File: config.mk
export PLATFORM = sky130hd
export DESIGN_NAME = backend_tx_flat
export DESIGN_NICKNAME = d
export VERILOG_FILES = /design/src/rtl/backend_pkg.sv /design/src/rtl/backend_tx_if.sv /design/src/rtl/tx_beat_fifo.sv /design/src/rtl/backend_tx.sv /design/src/flat_wrapper.sv
export SDC_FILE = /design/constraint.sdc
export NUM_CORES = 1
export LEC_CHECK = 0
export ABC_AREA = 1
export BUFFER_PORTS_ARGS = -buffer_cell sky130_fd_sc_hd__buf_2
export CORE_MARGIN = 2
export CORE_UTILIZATION = 46
export DETAILED_ROUTE_END_ITERATION = 16
export GPL_TIMING_DRIVEN = 0
export PLACE_DENSITY = 0.64
export SYNTH_ARGS = -nofsm -noshare
export SYNTH_HDL_FRONTEND = slang
export SYNTH_SLANG_ARGS = --single-unit
File: constraint.sdc
create_clock -name aclk -period 22.6 [get_ports aclk]
set_clock_uncertainty 0.05 [all_clocks]
set_input_delay 3.39 -clock aclk [delete_from_list [all_inputs] [get_ports aclk]]
set_output_delay 3.39 -clock aclk [all_outputs]
set_load 0.005 [all_outputs]
File: src/rtl/backend_pkg.sv
// Shared types and length arithmetic for the packet backend transmitter.
package backend_pkg;

   typedef enum logic [1:0] {
      IDLE   = 2'd0,
      STREAM = 2'd1,
      DONE   = 2'd2
   } tx_state_t;

   localparam int BEAT_BYTES = 32;
   localparam int MAX_LEN    = 2048;

   // Byte enables of the final beat: a zero residue means the beat is full.
   function automatic logic [31:0] keep_from_residue(input logic [4:0] r);
      logic [31:0] k;
      if (r == 5'd0) begin
         k = 32'hFFFF_FFFF;
      end else begin
         k = (32'd1 << r) - 32'd1;
      end
      return k;
   endfunction

   // Beat count of a packet, clamped to the 2048-byte maximum and the BRAM depth.
   function automatic logic [6:0] beats_from_len(input logic [15:0] len, input int max_beats);
      logic [16:0] b;
      b = ({1'b0, len} + 17'(BEAT_BYTES - 1)) >> 5;
      if (b > 17'(MAX_LEN / BEAT_BYTES)) begin
         b = 17'(MAX_LEN / BEAT_BYTES);
      end
      if (b > 17'(max_beats)) begin
         b = 17'(max_beats);
      end
      return 7'(b);
   endfunction

endpackage

File: src/rtl/backend_tx_if.sv
// AXI4-Stream beat bus between the backend transmitter and its downstream sink.
interface backend_tx_if;
   logic [255:0] tdata;
   logic [31:0]  tkeep;
   logic         tvalid;
   logic         tlast;
   logic         tready;

   modport master (
      output tdata,
      output tkeep,
      output tvalid,
      output tlast,
      input  tready
   );

   modport slave (
      input  tdata,
      input  tkeep,
      input  tvalid,
      input  tlast,
      output tready
   );
endinterface

File: src/rtl/tx_beat_fifo.sv
// Small first-word-fall-through beat buffer; the head entry is visible
// combinationally so it can drive the stream outputs without a bubble.
module tx_beat_fifo #(
   parameter int DEPTH = 4,
   parameter int WIDTH = 257,
   parameter int CW    = $clog2(DEPTH) + 1
) (
   input  logic             aclk,
   input  logic             aresetn,
   input  logic             push,
   input  logic [WIDTH-1:0] push_data,
   input  logic             pop,
   output logic [WIDTH-1:0] head_data,
   output logic             empty,
   output logic [CW-1:0]    count
);
   localparam int AW = $clog2(DEPTH);

   logic [WIDTH-1:0] mem_reg [DEPTH];
   logic [AW-1:0]    wr_ptr_reg;
   logic [AW-1:0]    rd_ptr_reg;
   logic [CW-1:0]    count_reg;
   logic             do_push;
   logic             do_pop;

   assign do_pop  = pop && (count_reg != '0);
   assign do_push = push && (count_reg != CW'(DEPTH));

   // Storage: written on push, contents need no reset because empty gates the head.
   always_ff @(posedge aclk) begin
      if (do_push) begin
         mem_reg[wr_ptr_reg] <= push_data;
      end
   end

   // Pointers and occupancy.
   always_ff @(posedge aclk or negedge aresetn) begin
      if (!aresetn) begin
         wr_ptr_reg <= '0;
         rd_ptr_reg <= '0;
         count_reg  <= '0;
      end else begin
         if (do_push) begin
            wr_ptr_reg <= wr_ptr_reg + AW'(1);
         end
         if (do_pop) begin
            rd_ptr_reg <= rd_ptr_reg + AW'(1);
         end
         case ({do_push, do_pop})
            2'b10:   count_reg <= count_reg + CW'(1);
            2'b01:   count_reg <= count_reg - CW'(1);
            default: count_reg <= count_reg;
         endcase
      end
   end

   assign head_data = mem_reg[rd_ptr_reg];
   assign empty     = (count_reg == '0);
   assign count     = count_reg;
endmodule

File: src/rtl/backend_tx.sv
// Backend transmitter: reads a packet out of the shared BRAM (port B) and
// streams it on AXI4-Stream, pulsing finish after the last beat is accepted.
module backend_tx
   import backend_pkg::*;
#(
   parameter int RD_LAT     = 1,
   parameter int FIFO_DEPTH = 4,
   parameter int MAX_BEATS  = 64
) (
   input  logic         aclk,
   input  logic         aresetn,
   input  logic         start,
   input  logic [15:0]  length_be,
   output logic         finish,
   output logic         bram_enb,
   output logic [5:0]   bram_addrb,
   input  logic [255:0] bram_doutb,
   backend_tx_if.master m_axis
);
   localparam int CW = $clog2(FIFO_DEPTH) + 1;

   tx_state_t         state_reg;
   tx_state_t         state_next;
   logic [6:0]        beats_reg;
   logic [6:0]        issued_reg;
   logic [31:0]       keep_last_reg;
   logic [RD_LAT-1:0] pipe_vld_reg;
   logic [RD_LAT-1:0] pipe_last_reg;
   logic [CW-1:0]     fifo_count;
   logic [CW-1:0]     inflight;
   logic [CW:0]       committed;
   logic              has_credit;
   logic              issue;
   logic              issue_last;
   logic              start_pkt;
   logic              fifo_empty;
   logic              pop;
   logic              head_last;
   logic [256:0]      head_data;
   logic [4:0]        residue;

   assign start_pkt = (state_reg == IDLE) && start && (length_be != 16'd0);
   // Oversized packets are clamped to 2048 bytes, whose last beat is full.
   assign residue   = (length_be > 16'(MAX_LEN)) ? 5'd0 : length_be[4:0];

   // Reads are only issued while the FIFO can absorb every beat already requested.
   always_comb begin
      inflight = '0;
      for (int i = 0; i < RD_LAT; i++) begin
         inflight = inflight + CW'(pipe_vld_reg[i]);
      end
   end

   assign committed  = {1'b0, fifo_count} + {1'b0, inflight};
   assign has_credit = committed < (CW+1)'(FIFO_DEPTH);
   assign issue      = (state_reg == STREAM) && (issued_reg < beats_reg) && has_credit;
   assign issue_last = (issued_reg == beats_reg - 7'd1);
   assign bram_enb   = issue;
   assign bram_addrb = issued_reg[5:0];

   // Per-packet configuration and read pointer.
   always_ff @(posedge aclk or negedge aresetn) begin
      if (!aresetn) begin
         beats_reg     <= '0;
         keep_last_reg <= '0;
         issued_reg    <= '0;
      end else if (start_pkt) begin
         beats_reg     <= beats_from_len(length_be, MAX_BEATS);
         keep_last_reg <= keep_from_residue(residue);
         issued_reg    <= '0;
      end else if (issue) begin
         issued_reg    <= issued_reg + 7'd1;
      end
   end

   // Read-latency tracker: marks when BRAM data lands and whether it is the last beat.
   always_ff @(posedge aclk or negedge aresetn) begin
      if (!aresetn) begin
         pipe_vld_reg  <= '0;
         pipe_last_reg <= '0;
      end else begin
         pipe_vld_reg[0]  <= issue;
         pipe_last_reg[0] <= issue && issue_last;
         for (int i = 1; i < RD_LAT; i++) begin
            pipe_vld_reg[i]  <= pipe_vld_reg[i-1];
            pipe_last_reg[i] <= pipe_last_reg[i-1];
         end
      end
   end

   tx_beat_fifo #(
      .DEPTH (FIFO_DEPTH),
      .WIDTH (257),
      .CW    (CW)
   ) u_fifo (
      .aclk      (aclk),
      .aresetn   (aresetn),
      .push      (pipe_vld_reg[RD_LAT-1]),
      .push_data ({pipe_last_reg[RD_LAT-1], bram_doutb}),
      .pop       (pop),
      .head_data (head_data),
      .empty     (fifo_empty),
      .count     (fifo_count)
   );

   // The FIFO head is the stream beat; it stays put until accepted.
   assign head_last     = head_data[256];
   assign pop           = !fifo_empty && m_axis.tready;
   assign m_axis.tvalid = !fifo_empty;
   assign m_axis.tdata  = fifo_empty ? 256'd0 : head_data[255:0];
   assign m_axis.tlast  = !fifo_empty && head_last;
   assign m_axis.tkeep  = fifo_empty ? 32'd0 : (head_last ? keep_last_reg : 32'hFFFF_FFFF);

   // State register.
   always_ff @(posedge aclk or negedge aresetn) begin
      if (!aresetn) begin
         state_reg <= IDLE;
      end else begin
         state_reg <= state_next;
      end
   end

   // Next-state and finish decode; start is only honoured in IDLE.
   always_comb begin
      state_next = state_reg;
      finish     = 1'b0;
      case (state_reg)
         IDLE: begin
            if (start) begin
               state_next = (length_be != 16'd0) ? STREAM : DONE;
            end
         end
         STREAM: begin
            if (pop && head_last) begin
               state_next = DONE;
            end
         end
         DONE: begin
            finish     = 1'b1;
            state_next = IDLE;
         end
         default: state_next = IDLE;
      endcase
   end
endmodule

File: src/flat_wrapper.sv
// flat-port wrapper written by rule: the top's interface ports become plain ports
module backend_tx_flat import backend_pkg::*;
#(
   parameter int RD_LAT     = 1,
   parameter int FIFO_DEPTH = 4,
   parameter int MAX_BEATS  = 64
)
  (aclk, aresetn, start, length_be, finish, bram_enb, bram_addrb, bram_doutb, m_axis_tdata, m_axis_tkeep, m_axis_tvalid, m_axis_tlast, m_axis_tready);
  backend_tx_if m_axis_i ();
  input  logic aclk;
  input  logic aresetn;
  input  logic start;
  input  logic [15:0] length_be;
  output logic finish;
  output logic bram_enb;
  output logic [5:0] bram_addrb;
  input  logic [255:0] bram_doutb;
  output wire logic [$bits(m_axis_i.tdata)-1:0] m_axis_tdata;
  output wire logic [$bits(m_axis_i.tkeep)-1:0] m_axis_tkeep;
  output wire logic [$bits(m_axis_i.tvalid)-1:0] m_axis_tvalid;
  output wire logic [$bits(m_axis_i.tlast)-1:0] m_axis_tlast;
  input wire logic [$bits(m_axis_i.tready)-1:0] m_axis_tready;
  assign m_axis_tdata = m_axis_i.tdata;
  assign m_axis_tkeep = m_axis_i.tkeep;
  assign m_axis_tvalid = m_axis_i.tvalid;
  assign m_axis_tlast = m_axis_i.tlast;
  assign m_axis_i.tready = m_axis_tready;
  backend_tx #(.RD_LAT(RD_LAT), .FIFO_DEPTH(FIFO_DEPTH), .MAX_BEATS(MAX_BEATS)) u_core (.aclk(aclk), .aresetn(aresetn), .start(start), .length_be(length_be), .finish(finish), .bram_enb(bram_enb), .bram_addrb(bram_addrb), .bram_doutb(bram_doutb), .m_axis(m_axis_i));
endmodule
# Word level (Yosys, flattened, before mapping)
# Memories as Yosys holds them, arrays and structs flattened.
# Cells that the tools add are included.
# word_totals
ramBits,1028
romBits,0
word_cells,70
latch_bits,0
input_bits,276
ff_bits,57
memories,1
# memory_table
memory,words,word_bits,rd,rd_ports_with_merged_regs,write_ports,line_no,source
u_core.u_fifo.mem_reg,4,257,1,0,1,tx_beat_fifo.sv:19,logic [WIDTH-1:0] mem_reg [DEPTH];
# op_classes
n_mul,0
muxes,18
n_addsub,9
eq_ne,8
bitwise,0
div,0
n_reduce_logical,19
n_shift,1
order_cmp,5
# op_table
cell,count
2-to-1 mux 256 bit,1
2-to-1 mux 32 bit,3
"<< shifter 1 x 5 -> 32 bit, first input constant",1
"subtractor 32 x 1 -> 32 bit, second input constant",1
2-to-1 mux 7 bit,3
"adder 16 x 5 -> 17 bit, second input constant",1
"greater-than comparator 17 x 7 -> 1 bit, second input constant",1
2-to-1 mux 17 bit,1
"greater-than comparator 16 x 12 -> 1 bit, second input constant",1
nonzero test 16 bit,1
"greater-than comparator 12 x 7 -> 1 bit, second input constant",1
2-to-1 mux 12 bit,1
logical AND 1 bit,10
"adder 7 x 1 -> 7 bit, second input constant",1
equality test 7 bit,1
< comparator 7 bit,1
"subtractor 7 x 1 -> 7 bit, second input constant",1
2-to-1 mux 2 bit,3
case mux 3 bit (2 select lines),1
zero test 5 bit,1
2-to-1 mux 5 bit,1
"adder 2 x 1 -> 2 bit, second input constant",2
adder 3 x 1 -> 4 bit,1
"equality test 2 x 1 -> 1 bit, second input constant",2
14 further kinds,19

# Longest topological paths before layout
# Gate-level depths: netlist of the first run.
# depth
word_depth,6
ltp_mapped,19

# Hierarchy
# From an unflattened synthesis of the first run, not the netlist that was laid out.
# hier_totals
cells_unflattened,4152
hier_area_um2,47003.8
# modules_own_cells
module,area_each_um2,cells_each,n_inst
tx_beat_fifo,41172.0,3059,1
backend_tx,5831.8,1093,1

# Worst setup path after synthesis of the first run
# OpenSTA, ideal clock, no wires.
# synth_path
path_kind,flip-flop to flip-flop
start,"register u_core.u_fifo.count_reg[0], in the netlist u_core.u_fifo.count[0]"
end,memory u_core.u_fifo.mem_reg[0][0] (enable)
t_arrival_ps,11388
setup_time_ps,881
required_ps,21669
path_slack_ps,10281
stages_incl_launch_ff,4
cell_sequence,dfrtp_1 -> clkbuf_1 -> o31ai_1 -> nor2_1
# synth_between
elab_chain_cells,4
# synth_lines
element,line_no,source
from (decl),tx_beat_fifo.sv:22,logic [CW-1:0] count_reg;
from (signal assigned),tx_beat_fifo.sv:50,2'b10: count_reg <= count_reg + CW'(1);
from (signal assigned),tx_beat_fifo.sv:51,2'b01: count_reg <= count_reg - CW'(1);
from (signal assigned),tx_beat_fifo.sv:52,default: count_reg <= count_reg;
!= test 3 bit,tx_beat_fifo.sv:27,assign do_push = push && (count_reg != CW'(DEPTH));
logical AND 1 bit,tx_beat_fifo.sv:27,
2-to-1 mux 1 bit,tx_beat_fifo.sv:31,if (do_push) begin
2-to-1 mux 1 bit (not written as such),tx_beat_fifo.sv:32,mem_reg[wr_ptr_reg] <= push_data;
to (decl),tx_beat_fifo.sv:19,
# Every way passes these cells.

# Final worst setup path of the first run
# layout_path
start,register u_core.u_fifo.rd_ptr_reg[0]
end,output port m_axis_tdata[0]
# layout_between
elab_chain_cells,2
# layout_lines
element,line_no,source
from (decl),tx_beat_fifo.sv:21,logic [AW-1:0] rd_ptr_reg;
from (signal assigned),tx_beat_fifo.sv:47,rd_ptr_reg <= rd_ptr_reg + AW'(1);
memory read (4 x 257 bit),-,
2-to-1 mux 256 bit,backend_tx.sv:110,assign m_axis.tdata = fifo_empty ? 256'd0 : head_data[255:0];
to (decl),flat_wrapper.sv:18,output wire logic [$bits(m_axis_i.tdata)-1:0] m_axis_tdata;
# Every way passes these cells.

==> results of run 1 <==
==> metal layers <==
layer  track usage (%)  wire length [um]  up-vias  share of wire (%)
li1                  -                 -    14395                  -
met1              31.7             49900    14782                 40
met2              40.7             60800     1056                 49
met3              6.61             10200      222                8.1
met4              10.2              4180       44                3.3
met5                 0               282        -               0.23
==> worst max-delay path: stages (launching register included) <==
cell      delay (ps)
dfrtp_1          360
clkbuf_1         710
clkbuf_1         720
clkbuf_1         500
nor2_1           100
nor2_1            90
o21ai_0          100
a21oi_1          650
buf_2            240
==> worst min-delay path by stage <==
| stage | slack [ps] | startpoint | endpoint |
|---|---|---|---|
| global route | 430 | u_core.keep_last_reg[0] | u_core.keep_last_reg[0] |
| floorplan | 380 | u_core.keep_last_reg[0] | u_core.keep_last_reg[0] |
| CTS | 420 | u_core.keep_last_reg[0] | u_core.keep_last_reg[0] |
| finish | 420 | u_core.keep_last_reg[0] | u_core.keep_last_reg[0] |
| detailed placement | 400 | u_core.keep_last_reg[0] | u_core.keep_last_reg[0] |
| global placement | 400 | u_core.keep_last_reg[0] | u_core.keep_last_reg[0] |
==> final cells by class <==
class                   instances  area [um^2]
multi-input cells            2238        10200
clock inverters                62          636
well taps                    1265         1580
fillers                      7834        41700
plain buffers                 228          920
repair buffers                615         3790
diodes                         23         57.6
flip-flops and latches       1085        32300
inverters                     109          414
clock buffers                 149         3030
==> cell families (layout without fill, tap and decap cells) <==
kind of cell               Yosys count  in the layout
buffers and inverters              337           1163
and+or+nand+nor                   1325           1325
other                                0             23
xor gates and xnor gates            14             14
DFF                               1085           1085
AOI/OAI and AO/OA                  883            883
adders and majority gates           16             16
==> synthesized netlist by cell type (2+ instances only) <==
master and n:
nand2_2 5, o21ai_0 571, nor2_2 14, clkbuf_1 184, inv_1 106, o21a_1 3
buf_6 4, xnor2_1 4, a31oi_1 4, nand3_2 10, nand3_1 53, nor3_1 5
a21oi_1 291, nor2_4 4, o21bai_1 2, buf_1 27, nand2_1 84, nand2_8 2
o41ai_1 2, buf_2 6, edfxtp_1 1028, nor4_1 2, or2_2 8, buf_4 7
nand4_1 19, o21ai_1 3, o22ai_1 2, nor3_2 2, ha_1 15, nand3b_1 2
xor2_1 10, nor2_1 1113, dfrtp_1 57, nand2_4 2
==> power breakdown <==
part,switching [mW],internal [mW]
registers,0.0495,2.44
clock network,0.756,1.08
logic,1.77,0.852
==> metrics by stage <==
step | cells | hold slack, ps | cell area [um^2] | power [mW] | utilization (%)
floorplan | 3660 | 384 | 43800 | 3.95 | -
global placement | 5496 | 398 | 48200 | 5.26 | 50.9
detailed placement | 5540 | 403 | 49200 | 5.16 | 52.0
CTS | 5751 | 417 | 52800 | 7.00 | 55.9
global route | 5769 | 428 | 52900 | 7.32 | 55.9
finish | 5774 | 419 | 52900 | 6.95 | 55.9
==> flow_summary.yaml, run 1 <==
status:
  status: "complete, no violations"
cts:
  postCtsHoldBufs: 0
  clock-sinks: 1085
  post_cts_resized: 0
  post_cts_buffers: 0
  htreeDepth: 3
  cts_made_buffers: 112
  cts_buffer_depth: 3
  cts_tree: "done"
  clk_pin_slew_ps: 60
  cts_root_buf: "clkbuf_16"
  insertion_delay_ps: 700
synthesis:
  synth.distinct_cells: 43
  synth.top_cell.area_share_pct: 70.6
  async_reset_ff_share_pct: 5.25
  synth_top_family_by_area: "simple AND/OR/NAND/NOR gates"
  synthAdderAreaFrac_pct: 0.475
  ys_top_cells_by_area: "edfxtp_1 71%, nor2_1 9.5%, o21ai_0 6.5%, a21oi_1 3.3%, dfrtp_1 3.3%"
  synth_mux_area_share_pct: 0
  ys_warn_count: 0
  synthXorXnorAreaFrac_pct: 0.280
  yosysSeqAreaShare_pct: 73.8
  syn_nets: 3952
  synth_edf_count: 1028
  yosys.area.top_type: "edfxtp_1"
  synth_compound_area_share_pct: 10.2
  avgSynthCellArea_um2: 12.0
  synthFlopType: "edfxtp_1"
  netlist_area_mm2: 0.0438
  ys_seq_elements: 1085
  syn_inst: 3660
  synth-simple-area-share_pct: 12.2
die:
  die-width_um: 312
  initial_utilization_pct: 46.3
  core_mm2: 0.0946
  rows: 113
  ioPinCount: 574
  die_area_mm2: 0.0976
  die_h_um: 312
worst_setup_path:
  r2r_setup_slack_ps: 19350
  endpoint_kind: "output port"
  r2r_end: "u_core.u_fifo.mem_reg[0][171]"
  worst-r2r-cell-count: 8
  crit_end: "m_axis_tdata[0]"
  cp.arrival_ps: 4180
  critPathKind: "reg -> out"
  crit_start: "u_core.u_fifo.rd_ptr_reg[0]"
  cp_max_fo: 10
  start_kind: "flip-flop"
  required_ps: 19160
  r2r_start: "u_core.u_fifo.count[0]"
routing:
  drt_iter0_drc: 2864
  dr.pass1.iters: 7
  drc: 0
  vias: 30499
  drtAntennaViolNets: 0
  drt_wl_total_um: 125000
  viasPerCell: 5.28
  wl_per_cell_um: 21.7
sta:
  fin_crit_ps: 7620
  setup_viol: 0
  rsz0062_at_grt: "no"
  finalHoldViolCount: 0
  period_share_pct: 33.7
  fmax_mhz: 131
  drv_slew: 0
  worstMarginPinSlew_ps: 1470
  fin_setup_tns_ps: 0
  timing.final.ws_setup_ps: 14980
  slew_headroom_pct: 1.98
run:
  cap_violations: 0
place:
  io_buffers: 571
  post-place-ws_ps: 15550
  hpwl_um: 85500
  routabilityCongestion: 0.912
power:
  power.density_mw_per_mm2: 131
  peakVddDrop_mv: 0.0765
  leakagePower_nw: 18.9
finish:
  drive_above_1_share_pct: 18.9
  layout_common_cells: "1109 x nor2_1, 1028 x edfxtp_1, 576 x buf_2"
  final_common_cell: "nor2_1"
  nets: 4681
  largest_reg_flops: 1028
  area_delta_synth_final_pct: 20.9
min_path:
  hold_path.class: "reg -> reg"
  whs_path_depth: 1
grt:
  grt_use_total_pct: 24.9
  antenna_found_initial: 52
  overflow: 0
  grt_first_pass_wirelength_um: 183000
  grt_max_degree: 58
  first_global_vias: 29004
Note: power is estimated with default switching activity, not from simulation.
==> run 2: changes to the inputs <==
- PLACE_DENSITY: 0.64 -> 0.66
- clock period: 22.6 -> 6.91 ns (I/O delays scaled with it)
==> flow_summary.yaml, run 2 (synthesized netlist as in run 1, its figures left out) <==
worst_setup_path:
  critPathKind: "reg -> out"
  required_ps: 5820
  start_kind: "flip-flop"
  endpoint_kind: "output port"
  r2r_setup_slack_ps: 3650
  cp.arrival_ps: 3910
  cp_max_fo: 10
  worst-r2r-cell-count: 8
finish:
  nets: 4677
  fillCellCount: 7808
  largest_reg_flops: 1028
  area_delta_synth_final_pct: 20.4
  final-seq-area_mm2: 0.0323
  final_common_cell: "nor2_1"
  layout_common_cells: "1109 x nor2_1, 1028 x edfxtp_1, 576 x buf_2"
  drive_above_1_share_pct: 18.7
  fin_util_pct: 55.7
  multi_input_area_mm2: 0.0102
sta:
  rsz0062_at_grt: "no"
  finalHoldViolCount: 0
  worstMarginPinSlew_ps: 1350
  setup_viol: 0
  fin_crit_ps: 5000
  drv_slew: 0
  slew_headroom_pct: 9.97
  fmax_mhz: 200
  hold_ws_ps: 366
  period_share_pct: 72.3
power:
  power.density_mw_per_mm2: 426
  peakVddDrop_mv: 0.277
  leakagePower_nw: 18.7
cts:
  post_cts_resized: 0
  htreeDepth: 3
  cts_root_buf: "clkbuf_16"
  cts_tree: "done"
  postCtsHoldBufs: 0
  clock-sinks: 1085
  cts_buffer_depth: 3
  post_cts_buffers: 0
  clk_pin_slew_ps: 60
  insertion_delay_ps: 690
  cts_made_buffers: 111
grt:
  first_global_vias: 28693
  grt_max_degree: 58
  grt_use_total_pct: 24.6
  antenna_found_initial: 53
  overflow: 0
  grt_first_pass_wirelength_um: 180000
place:
  io_buffers: 571
  hpwl_um: 84500
  routabilityCongestion: 0.940
die:
  initial_utilization_pct: 46.3
  die-width_um: 312
  rows: 113
  die_area_mm2: 0.0976
  core_mm2: 0.0946
  ioPinCount: 574
  die_h_um: 312
routing:
  dr.pass1.iters: 5
  drt_wl_total_um: 124000
  vias: 30641
  viasPerCell: 5.31
  wl_per_cell_um: 21.6
  drt_iter0_drc: 2821
  drc: 0
  drtAntennaViolNets: 0
min_path:
  hold_path.class: "in -> async"
status:
  status: "complete, no violations"
run:
  cap_violations: 0
[run 2: cell types whose count changed in the layout (fill, tap and decap cells not counted), sizes merged]
cell      delta
bufinv       -4
diode        +6
clkinv       +1
buf          -3
clkbuf       -5
inv          +2
clkinvlp     +1
[run 2: per-layer routing]
metal | vias to the layer above | track usage [%] | routed length (um)
met5 | - | 0 | 247
met4 | 42 | 10.5 | 4880
met3 | 269 | 6.68 | 10600
met2 | 1185 | 40.5 | 60400
met1 | 14738 | 30.7 | 48300
li1 | 14407 | - | -
[run 2: final cells by class]
cell class | count | share of cell area [%]
Tap cell | 1265 | 3.01
Clock buffer | 144 | 5.57
Antenna cell | 29 | 0.138
Inverter | 109 | 0.786
Sequential cell | 1085 | 61.3
Multi-Input combinational cell | 2238 | 19.3
Buffer | 228 | 1.75
Clock inverter | 62 | 1.08
Timing Repair Buffer | 612 | 7.06
[run 2: worst paths after layout]
path,startpoint,endpoint
hold reg to reg,u_core.keep_last_reg[0],u_core.keep_last_reg[0]
max in group asynchronous,aresetn,u_core.issued_reg[0]
setup / recovery,u_core.u_fifo.rd_ptr_reg[0],m_axis_tdata[9]
min in group aclk,u_core.keep_last_reg[0],u_core.keep_last_reg[0]
setup reg to reg,u_core.u_fifo.count[0],u_core.u_fifo.mem_reg[3][177]
hold / removal,aresetn,u_core.keep_last_reg[11]
[run 2: power breakdown]
group          internal, mW  switching [mW]  total (mW)
registers              7.98           0.162        8.14
logic                  2.77            5.77        8.54
clock network          3.30            2.47        5.76
[run 2: critical path, cell delays in order (launching register included)]
cell and delay (ps):
dfrtp_1 360, clkbuf_1 670, clkbuf_1 740, clkbuf_1 640
nor2_1 110, nor2_1 100, o21ai_0 100, a21oi_1 300
buf_2 180
[run 2: per-stage QoR]
stage / instances / total power, mW / setup WS [ps] / area (um^2) / TNS (ps)
2_1_floorplan: 3660 / 12.8 / -1080 / 43800 / -1112610
3_3_place_gp: 5496 / 16.9 / -6520 / 48200 / -6539080
3_5_place_dp: 5537 / 16.8 / 2400 / 49100 / 0
4_1_cts: 5743 / 22.6 / 1620 / 52600 / 0
5_1_grt: 5764 / 23.6 / 1540 / 52600 / 0
6_report: 5772 / 22.4 / 1910 / 52700 / 0
